<file path="src/rtl/core_pkg.sv">
// Shared core definitions: fetch FSM state encoding, datapath width and PC step.
package core_pkg;

  localparam int XLEN = 32;
  localparam logic [XLEN-1:0] PC_INC = 32'd4;

  typedef enum logic [1:0] {
    IDLE = 2'd0,
    REQ  = 2'd1,
    RESP = 2'd2
  } fetch_state_e;

  function automatic logic [XLEN-1:0] word_align(input logic [XLEN-1:0] addr);
    return addr & ~32'h3;
  endfunction

endpackage

</file>
<file path="src/rtl/if_fifo.sv">
// Small synchronous FIFO for {instr, pc} entries; pointers carry one extra wrap bit.
module if_fifo
  import core_pkg::*;
#(
  parameter int DEPTH = 2,
  parameter int WIDTH = 2 * XLEN
) (
  input  logic             clk,
  input  logic             resetn_i,
  input  logic             push,
  input  logic [WIDTH-1:0] wdata,
  input  logic             pop,
  input  logic             flush,
  output logic [WIDTH-1:0] rdata,
  output logic             full,
  output logic             empty
);

  localparam int AW = $clog2(DEPTH);

  logic [AW:0]      rd_ptr_q;
  logic [AW:0]      wr_ptr_q;
  logic [WIDTH-1:0] mem_q [DEPTH];
  logic             do_push;
  logic             do_pop;

  assign empty = (rd_ptr_q == wr_ptr_q);
  assign full  = (rd_ptr_q[AW-1:0] == wr_ptr_q[AW-1:0]) && (rd_ptr_q[AW] != wr_ptr_q[AW]);

  // A pop frees the slot in the same edge, so push-on-full is fine when paired with a pop.
  assign do_pop  = pop && !empty;
  assign do_push = push && (!full || do_pop);
  assign rdata   = mem_q[rd_ptr_q[AW-1:0]];

  always_ff @(posedge clk) begin
    if (!resetn_i || flush) begin
      rd_ptr_q <= '0;
      wr_ptr_q <= '0;
    end else begin
      if (do_push) wr_ptr_q <= wr_ptr_q + 1'b1;
      if (do_pop)  rd_ptr_q <= rd_ptr_q + 1'b1;
    end
  end

  always_ff @(posedge clk) begin
    if (do_push && !flush) mem_q[wr_ptr_q[AW-1:0]] <= wdata;
  end

endmodule

</file>
<file path="src/rtl/if_stage.sv">
// Instruction fetch stage: sequential PCs, one outstanding imem fetch, {instr, pc} buffer to ID.
// Build option IF_MISALIGN_CHECK_EN: misaligned redirect target halts fetching until reset.
module if_stage
  import core_pkg::*;
#(
  parameter logic [XLEN-1:0] RESET_PC   = 32'h0000_0000,
  parameter int              FIFO_DEPTH = 2
) (
  input  logic            clk,
  input  logic            resetn_i,
  output logic            imem_req_o,
  output logic [XLEN-1:0] imem_addr_o,
  input  logic            imem_gnt_i,
  input  logic            imem_rvalid_i,
  input  logic [XLEN-1:0] imem_rdata_i,
  output logic            valid_o,
  output logic [XLEN-1:0] instr_o,
  output logic [XLEN-1:0] pc_o,
  input  logic            notify_i,
  input  logic            branch_i,
  input  logic [XLEN-1:0] branch_target_i,
`ifdef IF_MISALIGN_CHECK_EN
  output logic            fetch_misaligned_o,
`endif
  output logic [1:0]      state_o
);

  localparam logic [1:0] S_IDLE = IDLE;
  localparam logic [1:0] S_REQ  = REQ;
  localparam logic [1:0] S_RESP = RESP;

  // Handshake to ID: valid_o offers the head; notify_i pulses one cycle after ID captured it,
  // popping the head on that edge. valid_o is masked during notify and branch cycles.

  logic [1:0]        state_q, state_d;
  logic [XLEN-1:0]   pc_q, pc_d;
  logic              kill_q, kill_d;
  logic [XLEN-1:0]   target;
  logic              halt;
  logic              push;
  logic              fifo_full;
  logic              fifo_empty;
  logic [2*XLEN-1:0] fifo_head;

`ifdef IF_MISALIGN_CHECK_EN
  logic halt_q;

  assign target             = branch_target_i;
  assign halt               = halt_q;
  assign fetch_misaligned_o = halt_q;

  always_ff @(posedge clk) begin
    if (!resetn_i)                                halt_q <= 1'b0;
    else if (branch_i && |branch_target_i[1:0])   halt_q <= 1'b1;
  end
`else
  assign target = word_align(branch_target_i);
  assign halt   = 1'b0;
`endif

  always_comb begin
    state_d = state_q;
    pc_d    = pc_q;
    kill_d  = kill_q;
    push    = 1'b0;
    unique case (state_q)
      // Nothing is outstanding in IDLE, so FIFO occupancy alone decides whether a slot remains.
      S_IDLE: if (!fifo_full && !halt) state_d = S_REQ;
      S_REQ: begin
        if (imem_gnt_i) begin
          pc_d    = pc_q + PC_INC;
          state_d = S_RESP;
        end
      end
      S_RESP: begin
        if (imem_rvalid_i) begin
          push    = !kill_q;
          kill_d  = 1'b0;
          state_d = S_IDLE;
        end
      end
      default: state_d = S_IDLE;
    endcase

    if (branch_i) begin
      pc_d = target;
      push = 1'b0;
      case (state_q)
        S_REQ: begin
          kill_d  = imem_gnt_i;
          state_d = imem_gnt_i ? S_RESP : S_IDLE;
        end
        S_RESP: begin
          kill_d  = !imem_rvalid_i;
          state_d = imem_rvalid_i ? S_IDLE : S_RESP;
        end
        default: state_d = S_IDLE;
      endcase
    end
  end

  always_ff @(posedge clk) begin
    if (!resetn_i) begin
      state_q <= S_IDLE;
      pc_q    <= RESET_PC;
      kill_q  <= 1'b0;
    end else begin
      state_q <= state_d;
      pc_q    <= pc_d;
      kill_q  <= kill_d;
    end
  end

  // An unkilled response always belongs to the last grant, so its PC is pc_q minus one step.
  if_fifo #(
    .DEPTH (FIFO_DEPTH),
    .WIDTH (2 * XLEN)
  ) u_fifo (
    .clk      (clk),
    .resetn_i (resetn_i),
    .push     (push),
    .wdata    ({imem_rdata_i, pc_q - PC_INC}),
    .pop      (notify_i && !branch_i),
    .flush    (branch_i),
    .rdata    (fifo_head),
    .full     (fifo_full),
    .empty    (fifo_empty)
  );

  assign imem_req_o  = (state_q == S_REQ);
  assign imem_addr_o = pc_q;
  assign valid_o     = !fifo_empty && !notify_i && !branch_i;
  assign instr_o     = fifo_empty ? '0 : fifo_head[2*XLEN-1:XLEN];
  assign pc_o        = fifo_empty ? '0 : fifo_head[XLEN-1:0];
  assign state_o     = state_q;

endmodule

</file>
<file path="config.mk">
export PLATFORM = sky130hd
export DESIGN_NAME = if_stage
export DESIGN_NICKNAME = d
export VERILOG_FILES = /design/src/rtl/core_pkg.sv /design/src/rtl/if_fifo.sv /design/src/rtl/if_stage.sv
export SDC_FILE = /design/constraint.sdc
export NUM_CORES = 1
export LEC_CHECK = 0
export ABC_AREA = 1
export BUFFER_PORTS_ARGS = -buffer_cell sky130_fd_sc_hd__clkbuf_2
export CORE_MARGIN = 2
export CORE_UTILIZATION = 59
export CTS_CLUSTER_SIZE = 12
export DETAILED_ROUTE_END_ITERATION = 8
export PLACE_DENSITY = 0.92
export SYNTH_ARGS = -nofsm -noshare
export SYNTH_HDL_FRONTEND = slang
export SYNTH_SLANG_ARGS = --single-unit
export TNS_END_PERCENT = 1
</file>
<file path="constraint.sdc">
create_clock -name clk -period 6.8 [get_ports clk]
set_clock_uncertainty 0.2 [all_clocks]
set_input_delay 1.36 -clock clk [delete_from_list [all_inputs] [get_ports clk]]
set_output_delay 1.36 -clock clk [all_outputs]
set_load 0.05 [all_outputs]
</file>
==> results.json <==
{
  "routedWlPerCell_um": 15.41,
  "dp_slack_ns": 2.454,
  "ys_ff_latch": 162,
  "final_layout_size_suffix_gt1_share_pct": 22.72,
  "antenna_cells": 0,
  "areaGrowthSynthToFinish_pct": 19.75,
  "r2r_cells": 7,
  "hp-class": "reg2reg",
  "hold_violations": 0,
  "min_to": "kill_q$_SDFF_PN0_",
  "ff_latch_area_mm2": 0.004486,
  "portBuffers": 163,
  "period_share_pct": 61.52,
  "finalNonFillerCells": 1219,
  "clock-sinks": 162,
  "status": "finished clean",
  "die_area_mm2": 0.01430,
  "whs_path_depth": 2,
  "maxSlewViolCount": 0,
  "postCtsHoldBufs": 0,
  "antenna_found_initial": 0,
  "path_cells": "buf_4, inv_2, nand2_1, a21oi_1, clkbuf_2",
  "start_util_pct": 59.99,
  "drv_cap": 0,
  "final_common_cell": "nand2_1",
  "fill_cells": 970,
  "p_per_area_mw_per_mm2": 251.3,
  "root_buffer": "clkbuf_16",
  "relSlewSlack_pct": 19.72,
  "switching_share_pct": 23.23,
  "totalWireLength_um": 18780,
  "hold_start": "kill_q$_SDFF_PN0_",
  "end_kind": "output pin",
  "cp_max_fo": 63,
  "fmax_mhz": 239.1,
  "rrSetupSlack_ns": 3.84,
  "ys_top_cells_by_area": "edfxtp_1 47%, nand2_1 13%, dfxtp_1 9.7%",
  "remaining_drc_errors": 0,
  "p_clk_share_pct": 43.5,
  "synth_cell_types": 38,
  "dp_hpwl_um": 12780,
  "seqPwrFrac_pct": 47.0,
  "multi_input_area_mm2": 0.002944,
  "die_x_um": 119.6,
  "dp.cells": 1187,
  "grt_usage_pct": 26.92,
  "cellLeakagePower_nw": 3.953,
  "post-cts-setup-buffers": 0,
  "critPathLaunchType": "register",
  "first_iter_violations": 590,
  "ctsHtreeMaxLevel": 4,
  "cts_resized": 0,
  "max_stage_delay_ns": 0.85,
  "ys.warnings.count": 0,
  "worstMarginPinSlew_ns": 1.201,
  "grt_max_degree": 65,
  "rows": 42,
  "power.internal_w": 0.001821,
  "rsz0062_at_grt": "false",
  "synth_top_area_share_pct": 47.25,
  "cpMaxStageDelayCell": "inv_2",
  "syn_inst": 879,
  "arrival_ns": 2.62,
  "peakVddDrop_v": 0.0001574,
  "cts_buffer_depth": 2,
  "vias": 6592,
  "syn_area_per_cell_um2": 8.966,
  "ant_nets": 0,
  "grt_pass1_wl_um": 29660,
  "globalplace.congestion": 0.9335,
  "chipHeight_um": 119.6,
  "tns_ns": 0,
  "design.core.area_mm2": 0.01314,
  "cts_tree": "done",
  "p_comb_share_pct": 9.4,
  "cts_buffers": 17,
  "fin_nets": 1106,
  "synth_top_area_cell": "edfxtp_1",
  "clk_pin_slew_worst_paths_ns": 0.06,
  "r2r_start": "state_o[0]$_SDFFE_PN0P_",
  "reg2reg_to": "u_fifo.mem_q[0][36]$_DFFE_PP_",
  "ys_seq_area_share_pct": 56.90,
  "fin_ws_ns": 2.617,
  "final_cell_mix": "272 x nand2_1, 163 x clkbuf_2, 124 x edfxtp_1",
  "switching_power_w": 0.0005509,
  "worst-endpoint-required_ns": 5.24,
  "clk_latency_ns": 0.43,
  "layout_min_cycle_time_ns": 4.183,
  "setup_violations": 0,
  "drt-pass1-iter-count": 8,
  "globalRoute.totalOverflow": 0,
  "via_per_inst": 5.408,
  "crit_type": "reg2out",
  "ioPinCount": 170,
  "syn-cell-area_mm2": 0.007881,
  "grt_pass1_vias": 6170,
  "utilization_pct": 71.84
}
-- flip-flops by register name (all words and copies together) (netlist names), named ones only --
register,flops
state_o,2
imem_addr_o,30
u_fifo.wr_ptr_q,2
u_fifo.rd_ptr_q,2
kill_q,1
u_fifo.mem_q,124
-- cell usage after synthesis, drive strengths merged --
cell / instances
ha: 6
a22o: 1
nand2: 280
nand4: 6
o22ai: 1
nor4: 1
xor2: 35
clkbuf: 17
xnor2: 3
nor3: 7
or2: 1
nor2: 83
nand3: 45
or3: 1
edfxtp: 124
a21oi: 88
clkinv: 1
conb: 1
o21ai: 29
buf: 23
dfxtp: 38
inv: 74
a31oi: 9
nor2b: 2
a211oi: 1
nand3b: 1
nor3b: 1
-- power groups by stage --
stage               Sequential (W)  Clock [W]  Combinational [W]
global route               0.00112    0.00108           0.000244
CTS                        0.00111    0.00104           0.000221
global placement           0.00113          0           0.000211
floorplan                  0.00117          0           0.000120
finish                     0.00112    0.00103           0.000224
detailed placement         0.00113          0           0.000219
-- stage by stage --
stage	cell area [um^2]	hold slack [ns]	power [W]
detailed placement	8792	0.2702	0.001354
global route	9438	0.3017	0.002443
finish	9438	0.2819	0.002372
CTS	9438	0.2796	0.002378
floorplan	7893	0.2464	0.001286
global placement	8792	0.2592	0.001345
-- worst max-delay path: cells and delay by family (launching register included) --
kind            cells  cell delay [ns]
buf+inv             3             1.48
simple gates        1             0.16
flops               1             0.31
compound gates      1             0.18
-- area by class of cell --
class | count | share of cell area [%]
timing repair buffer | 169 | 9.121
clock inverter | 10 | 1.922
inverter | 75 | 2.983
clock buffer | 22 | 4.918
sequential | 162 | 47.53
tap | 176 | 2.333
multi-input combinational | 605 | 31.19
-- kinds of logic (layout without fill, tap and decap cells) --
family,Yosys count,in the layout,share of synthesized area [%]
XOR/XNOR,38,38,4.223
flip-flops,162,162,56.90
AO/OA/AOI/OAI,129,129,8.478
adder cells (fa/ha/maj),6,6,0.9525
other,1,4,0.04758
AND/OR/NAND/NOR,428,428,23.29
buffers and inverters,115,276,6.112
-- how the worst max path moves through the flow --
stage / slack (ns) / cells after the start / endpoint / start
after global placement: 2.52 / 8 / u_fifo.mem_q[0][39]$_DFFE_PP_ / branch_i
after CTS: 2.57 / 5 / pc_o[24] / register
after global routing: 2.40 / 5 / pc_o[21] / register
after floorplan: 1.73 / 4 / u_fifo.mem_q[0][10]$_DFFE_PP_ / branch_i
after detailed placement: 2.45 / 8 / u_fifo.mem_q[0][40]$_DFFE_PP_ / branch_i
final: 2.62 / 5 / pc_o[24] / register
-- metal layers --
| layer | vias to the layer above | global-route usage (%) | routed length, um |
|---|---|---|---|
| met5 | - | 0 | 0 |
| met4 | 0 | 12.06 | 495 |
| met3 | 42 | 4.895 | 1552 |
| met2 | 326 | 44.68 | 9210 |
| met1 | 3036 | 34.71 | 7524 |
| li1 | 3188 | - | - |
Note: power is estimated with default switching activity, not from simulation.
